==> src/rtl/mac_acc_pkg.sv <==
// Shared definitions for the multiply-accumulate unit: FSM state encoding and default widths.
package mac_acc_pkg;

  localparam int DEF_DW = 8;
  localparam int DEF_AW = 2 * DEF_DW + 4;

  typedef enum logic [1:0] {
    IDLE,
    MUL,
    ACC,
    DONE
  } state_e;

endpackage

==> src/rtl/seq_shift_mul.sv <==
// Iterative signed multiplier: shift-add over |w|, one bit per cycle, sign applied to the final magnitude.
module seq_shift_mul
  import mac_acc_pkg::*;
#(
  parameter int DW = DEF_DW
) (
  input  logic                   clk,
  input  logic                   rst_n,
  input  logic                   abort,
  input  logic                   start,
  input  logic signed [DW-1:0]   a,
  input  logic signed [DW-1:0]   w,
  output logic                   done,
  output logic signed [2*DW-1:0] product
);

  localparam int CW = (DW > 1) ? $clog2(DW) : 1;

  logic            busy;
  logic [CW-1:0]   cnt;
  logic            neg;
  logic [2*DW-1:0] mcand;
  logic [2*DW-1:0] partial;
  logic [DW-1:0]   mplier;
  logic [DW-1:0]   mag_a;
  logic [DW-1:0]   mag_w;

  // Unsigned magnitudes: -2^(DW-1) negates to itself, which reads correctly as 2^(DW-1).
  assign mag_a = a[DW-1] ? (~a + 1'b1) : a;
  assign mag_w = w[DW-1] ? (~w + 1'b1) : w;

  // High during the cycle whose closing edge performs the last shift-add step.
  assign done = busy && (cnt == CW'(DW - 1));

  assign product = $signed(neg ? (~partial + 1'b1) : partial);

  // NOTE: sequential state uses non-blocking assignments so every register samples pre-edge values.
  always_ff @(posedge clk or negedge rst_n) begin
    if (!rst_n) begin
      busy    <= 1'b0;
      cnt     <= '0;
      neg     <= 1'b0;
      mcand   <= '0;
      partial <= '0;
      mplier  <= '0;
    end else if (abort) begin
      busy <= 1'b0;
      cnt  <= '0;
    end else if (start) begin
      busy    <= 1'b1;
      cnt     <= '0;
      neg     <= a[DW-1] ^ w[DW-1];
      mcand   <= {{DW{1'b0}}, mag_a};
      partial <= '0;
      mplier  <= mag_w;
    end else if (busy) begin
      if (mplier[0]) partial <= partial + mcand;
      mcand  <= mcand << 1;
      mplier <= mplier >> 1;
      cnt    <= cnt + CW'(1);
      if (done) busy <= 1'b0;
    end
  end

endmodule

==> src/rtl/mac_acc_unit.sv <==
// Multiply-accumulate unit: sequential products summed into a saturating or wrapping accumulator,
// with a valid/ready handshake on both the operand and the result side.
module mac_acc_unit
  import mac_acc_pkg::*;
#(
  parameter int DW  = DEF_DW,
  parameter int AW  = 2 * DW + 4,
  parameter int SAT = 1
) (
  input  logic                 clk,
  input  logic                 rst_n,
  input  logic                 in_valid,
  output logic                 in_ready,
  input  logic signed [DW-1:0] a,
  input  logic signed [DW-1:0] w,
  input  logic                 last,
  input  logic                 clear,
  output logic                 out_valid,
  input  logic                 out_ready,
  output logic signed [AW-1:0] acc_out,
  output logic                 ovf
);

  state_e                  state, state_nx;
  logic                    last_q;
  logic signed [AW-1:0]    acc;
  logic                    ovf_q;
  logic                    start;
  logic                    mul_done;
  logic signed [2*DW-1:0]  product;
  logic [AW:0]             sum;
  logic                    sum_ovf;
  logic [AW-1:0]           sum_fixed;

  assign start = in_valid && in_ready && !clear;

  seq_shift_mul #(.DW(DW)) u_mul (
    .clk     (clk),
    .rst_n   (rst_n),
    .abort   (clear),
    .start   (start),
    .a       (a),
    .w       (w),
    .done    (mul_done),
    .product (product)
  );

  // One guard bit: overflow shows as disagreement between the two top bits of the widened sum.
  assign sum     = {acc[AW-1], acc} + {{(AW + 1 - 2*DW){product[2*DW-1]}}, product};
  assign sum_ovf = sum[AW] ^ sum[AW-1];

  always_comb begin
    sum_fixed = sum[AW-1:0];
    if ((SAT != 0) && sum_ovf)
      sum_fixed = sum[AW] ? {1'b1, {(AW-1){1'b0}}} : {1'b0, {(AW-1){1'b1}}};
  end

  // NOTE: every combinational output gets a default first so no path can infer a latch.
  always_comb begin
    state_nx  = state;
    in_ready  = 1'b0;
    out_valid = 1'b0;
    unique case (state)
      IDLE: begin
        in_ready = 1'b1;
        if (in_valid) state_nx = MUL;
      end
      MUL:  if (mul_done) state_nx = ACC;
      ACC:  state_nx = last_q ? DONE : IDLE;
      DONE: begin
        out_valid = 1'b1;
        if (out_ready) state_nx = IDLE;
      end
      default: state_nx = IDLE;
    endcase
    if (clear) state_nx = IDLE;
  end

  always_ff @(posedge clk or negedge rst_n) begin
    if (!rst_n) begin
      state  <= IDLE;
      last_q <= 1'b0;
      acc    <= '0;
      ovf_q  <= 1'b0;
    end else begin
      state <= state_nx;
      if (start) last_q <= last;
      if (clear || (state == DONE && out_ready)) begin
        acc   <= '0;
        ovf_q <= 1'b0;
      end else if (state == ACC) begin
        acc   <= $signed(sum_fixed);
        ovf_q <= ovf_q | sum_ovf;
      end
    end
  end

  assign acc_out = acc;
  assign ovf     = ovf_q;

endmodule

==> config.mk <==
export PLATFORM = sky130hd
export DESIGN_NAME = mac_acc_unit
export DESIGN_NICKNAME = d
export VERILOG_FILES = /design/src/rtl/mac_acc_pkg.sv /design/src/rtl/seq_shift_mul.sv /design/src/rtl/mac_acc_unit.sv
export SDC_FILE = /design/constraint.sdc
export NUM_CORES = 1
export LEC_CHECK = 0
export ABC_AREA = 1
export ABC_CLOCK_PERIOD_IN_PS = 9350
export CORE_ASPECT_RATIO = 2
export CORE_UTILIZATION = 55
export DETAILED_ROUTE_END_ITERATION = 10
export GPL_ROUTABILITY_DRIVEN = 1
export PLACE_DENSITY_LB_ADDON = 0.12
export SKIP_CTS_REPAIR_TIMING = 1
export SLEW_MARGIN = 25
export SYNTH_ARGS = -nofsm -noshare
export SYNTH_HDL_FRONTEND = slang
export SYNTH_SLANG_ARGS = --single-unit
export TNS_END_PERCENT = 5
==> constraint.sdc <==
create_clock -name clk -period 9.35 [get_ports clk]
set_input_delay 1.87 -clock clk [delete_from_list [all_inputs] [get_ports clk]]
set_output_delay 1.87 -clock clk [all_outputs]
set_load 0.1 [all_outputs]
# Word-level counts from Yosys, hierarchy flattened
# Cells that the tools add are included.
# word_totals
reg_bits	69
latchBits	0
mem_bits_rw	0
mem_bits_ro	0
inputBits	22
output_inout_bits	23
wordCells	76
n_memories	0
# classes
add_sub_neg	6
mul	0
div_mod_pow	0
magnitude_cmp	0
eq_ne	7
n_shift	0
n_mux	31
n_bitwise	7
reduce_logical	15
# ops
op	count
16-bit 2-to-1 mux	6
20-bit 2-to-1 mux	4
8-bit 2-to-1 mux	4
20-bit by 16-bit adder with 21-bit output	1
16-bit by 1-bit adder with 16-bit output, second input constant	1
16-bit adder	1
8-bit by 1-bit adder with 8-bit output, second input constant	2
16-bit NOT	1
8-bit NOT	2
2-bit 2-to-1 mux	5
3-bit 2-to-1 mux	3
3-bit != test, second input constant	3
1-bit 2-to-1 mux	8
2-bit one-hot mux with 4 select lines	1
3-bit AND reduction	2
2-bit nonzero test	3
2-bit equality test, second input constant	2
1-bit logical AND	4
2-bit AND reduction	2
3-bit by 1-bit adder with 3-bit output, second input constant	1
3-bit equality test, second input constant	1
3-bit nonzero test	1
2-bit by 1-bit equality test with 1-bit output, second input constant	1
2-bit zero test	1
5 further kinds	6

# Depth between registers and ports, before layout
# depth
word_depth	8
depth_mapped	25
ltp_nobuf	24

# By module
# A second synthesis with hierarchy kept.
# unflattened
hier_cells	852
hier_area_um2	5739.3
# modules_own_cells
mod	n_inst	cells_per_inst	area_per_inst_um2	seq_area_each_um2
seq_shift_mul	1	503	3408.3	1126.1
mac_acc_unit	1	349	2331.0	600.6

# Worst setup path before layout
# Ideal clock, no wire load.
# synth_path
path_type	register -> register
start	register u_mul.partial[1]
end	register acc[10], in the netlist acc_out[10]
setup_ns	0.120
arrival_ns	3.183
t_required_ns	9.230
slack_ns	6.046
path_stages_with_launch	24
path_buffers	1
period_less_slack_ns	3.304
cell_sequence	dfrtp_1 -> inv_1 -> ha_1 -> inv_1 -> nor3_1 -> inv_1 -> nor2_1 -> inv_1 -> nor3_1 -> nand3_1 -> o21ai_0 -> xor2_1 -> ha_1 -> a21oi_1 -> nand2_1 -> a21oi_1 -> nand3_2 -> nand2_1 -> nand2_2 -> nand2_2 -> nand2_4 -> buf_6 -> o21ai_1 -> nand2_1
# synth_via
elab_chain_len	8
elab_cells_between_ends	9
classes_between	add/sub (2); mux (5); bitwise (2)
# synth_lines
item	line_no	text
from (decl)	seq_shift_mul.sv:23	logic [2*DW-1:0] partial;
from (signal assigned)	seq_shift_mul.sv:57	if (mplier[0]) partial <= partial + mcand;
16-bit NOT	seq_shift_mul.sv:35	assign product = $signed(neg ? (~partial + 1'b1) : partial);
16-bit by 1-bit adder with 16-bit output	seq_shift_mul.sv:35	
16-bit 2-to-1 mux (*)	seq_shift_mul.sv:35	
20-bit by 16-bit adder with 21-bit output (*)	mac_acc_unit.sv:49	assign sum = {acc[AW-1], acc} + {{(AW + 1 - 2*DW){product[2*DW-1]}}, product};
20-bit 2-to-1 mux or 1-bit bitwise XOR (tied branches)	mac_acc_unit.sv:55, mac_acc_unit.sv:50	
20-bit 2-to-1 mux (*)	mac_acc_unit.sv:54	if ((SAT != 0) && sum_ovf)
20-bit 2-to-1 mux (*)	mac_acc_unit.sv:91	end else if (state == ACC) begin
20-bit 2-to-1 mux (*)	mac_acc_unit.sv:88	if (clear || (state == DONE && out_ready)) begin
to (signal assigned)	mac_acc_unit.sv:92	acc <= $signed(sum_fixed);
to (decl)	mac_acc_unit.sv:26	logic signed [AW-1:0] acc;
# Mark *: on every way between the ends. The rest lies on a longest branch, timed or not. The select of a mux whose other input is x is not followed.
# A chain may end at the register's enable or synchronous reset.

# Worst setup path in the final report
# layout_path
start	register u_mul.partial[1]
end	register acc[5], in the netlist acc_out[5]
# The elaborated chain is that of the path after synthesis.

==> flow_summary.toml <==
[route]
drt-vias-per-instance = 5.54
drtIter0Drc = 226
avgRoutedWirePerCell_um = 15.9
vias = 5144
dr.pass1.iters = 4
drc = 0
ant_nets = 0
wl_mm = 14.7

[yosys]
ys_async_sr_fraction_pct = 100
syn_area_per_cell_um2 = 7.22
synth_cell_types = 40
synth_area_um2 = 5410
syn_inst = 750
synth_seq_cells = 69
syn_nets = 817
synthFlopType = "dfrtp_1"
synth_top_cells_by_count = "nand2_1, inv_1, dfrtp_1"
synth_largest_area_cell = "dfrtp_1"
ys_seq_area_share_pct = 31.9
ys_warn_count = 0
yosys-top-cells-area = "dfrtp_1, nand2_1, ha_1"
synth_top_area_share_pct = 31.9
synth_edf_count = 0
synth_most_common_cell = "nand2_1"

[clock_tree]
cts_buffers = 9
clk_pin_slew_ns = 0.06
clk_latency_ns = 0.34
cts_sinks = 69
cts_root_buffer = "clkbuf_16"
cts_tree = "built"
cts-htree-levels = 3
clk_path_buf_depth = 2

[setup_path]
crit_fanout = 19
crit_slowest_cell = "a21oi_4"
path_common_cell = "inv_1"
r2r_start = "u_mul.partial[1]"
cp.arrival_ns = 4.57
worst-setup-path-type = "flop to flop"
reg2reg_slack_ns = 5.06
critPathLaunch = "u_mul.partial[1]"
max_stage_delay_ns = 0.46
r2r_cells = 21
crit_end = "acc_out[5]"
crit_chain = "inv_1 > ha_1 > inv_1 > nor3_1 > inv_1 > nor2_1 > inv_1 > nor3_1 > nand3_1 > o21ai_0 > xor2_1 > ha_1 > a21oi_1 > nand2_1 > a21oi_1 > nand3_2 > nand2_1 > nand2_2 > a21oi_4 > o21ai_0 > nand2_1"
cp-end-kind = "flop"
worstReg2RegEnd = "acc_out[5]"
critPathRequiredTime_ns = 9.63
critPathLaunchType = "flop"

[finish]
layout-drive-gt1-share_pct = 5.76
area_delta_synth_final_pct = 15.6
layout.cells.non_filler = 929
diodes = 0
layout.nets = 861
fillerInstances = 842

[die]
core_area_um2 = 9450
rows = 50
dieArea_um2 = 10300
die_y_um = 142
initial_utilization_pct = 57.3
dieWidth_um = 72.1
io_pins = 45

[placed_design]
dp_hpwl_mm = 11.9
gp_congestion = 1.01
dp.cells = 913
numPortBuffers = 44

[sta]
rsz0062_at_grt = "no"
tightestPinTransition_ns = 0.975
tns_ns = 0
final_max_slew_viol_count = 0
skew_ns = 0.00990
min_period_ns = 4.29
relSlewSlack_pct = 34.8
fmax_mhz = 233
setup_viol = 0
period_share_pct = 45.9
final_hold_viol_count = 0

[grt]
grt_usage_pct = 30.7
grt_antenna_before_repair = 0
grt-busiest-layer = "met2"
grt_pass1_wl_mm = 23.9
use_met1_pct = 25.9
use_met2_pct = 60.5
grt_pass1_vias = 5363
grt_remaining_overflow = 0
grt_max_degree = 70
met3_usage_pct = 4.75

[outcome]
status = "finished clean"

[flow_run]
max-cap-violations = 0

[pwr]
power.leakage_nw = 3.30
powerDensity_nw_per_um2 = 214
ir_worst_vdd_mv = 0.160

[min_path]
hp-class = "flop to flop"
-- flip-flops by register name, summed over array words and instances (netlist names) --
name / cells
acc_out: 20
u_mul.mcand: 16
u_mul.partial: 16
u_mul.mplier: 8
u_mul.cnt: 3
state: 2
last_q: 1
ovf: 1
u_mul.busy: 1
u_mul.neg: 1
-- metal layers --
layer | up-vias | routed length [µm] | share of wire, %
li1 | 2577 | - | -
met1 | 2383 | 4830 | 33
met2 | 119 | 8430 | 57
met3 | 65 | 418 | 2.8
met4 | 0 | 1060 | 7.2
met5 | - | 0 | 0
-- metrics by stage --
step	total power [mW]	util [%]	hold slack, ns	area (µm²)	worst slack [ns]
2_1_floorplan	0.852	-	0.444	5410	6.05
3_3_place_gp	0.991	63.1	0.464	5960	5.13
3_5_place_dp	1.01	63.1	0.472	5960	5.08
4_1_cts	1.35	66.2	0.485	6260	5.06
5_1_grt	1.42	66.2	0.528	6260	4.73
6_report	1.34	66.2	0.484	6260	5.06
-- kinds of logic (layout without fill, tap and decap cells) --
family / count (synthesis) / in the layout / share of synthesized area (%)
AOI/OAI and AO/OA: 159 / 159 / 16.4
xor gates and xnor gates: 43 / 43 / 6.96
adders and majority gates: 45 / 45 / 10.7
buffers and inverters: 104 / 153 / 7.56
DFF: 69 / 69 / 31.9
and+or+nand+nor: 330 / 330 / 26.5
-- final cells by class --
type	count	area, µm²	area share (%)
multi-input cells	577	3280	52.4
flip-flops and latches	69	1730	27.6
repair buffers	47	458	7.32
inverters	90	338	5.40
clock buffers	10	229	3.66
well taps	130	163	2.60
clock inverters	6	63.8	1.02
-- critical path, delay by kind of cell, from the launching register on --
| kind | cells | cell delay, ns |
|---|---|---|
| xor+xnor | 1 | 0.25 |
| compound gates | 5 | 1.42 |
| buf+inv | 4 | 0.35 |
| fa+ha+maj | 2 | 0.50 |
| flops | 1 | 0.41 |
| simple gates | 9 | 1.31 |
-- layout by cell type (no fill, tap or decap), drive strengths merged, types with 11 or more instances in the layout --
cell | Yosys | final
a21oi | 55 | 55
clkdlybuf4s50 | 0 | 43
dfrtp | 69 | 69
ha | 43 | 43
inv | 88 | 88
nand2 | 206 | 206
nand3 | 30 | 30
nand4 | 12 | 12
nor2 | 56 | 56
nor3 | 14 | 14
o21ai | 69 | 69
o22ai | 11 | 11
xor2 | 35 | 35
-- worst min-delay path by stage --
stage	endpoint	from	cells past startpoint
after global routing	u_mul.cnt[1]	u_mul.cnt[1]	1
after global placement	u_mul.mplier[4]	u_mul.mplier[4]	2
after detailed placement	u_mul.mplier[4]	u_mul.mplier[4]	2
after CTS	u_mul.mplier[4]	u_mul.mplier[4]	2
final	u_mul.mplier[4]	u_mul.mplier[4]	2
after floorplan	u_mul.mplier[4]	u_mul.mplier[4]	2
-- where the power goes --
group / leakage, nW / switching, mW / internal [mW]
Clock: 0.138 / 0.131 / 0.206
Combinational: 2.22 / 0.425 / 0.199
Sequential: 0.939 / 0.0392 / 0.341
Note: power is estimated with default switching activity, not from simulation.
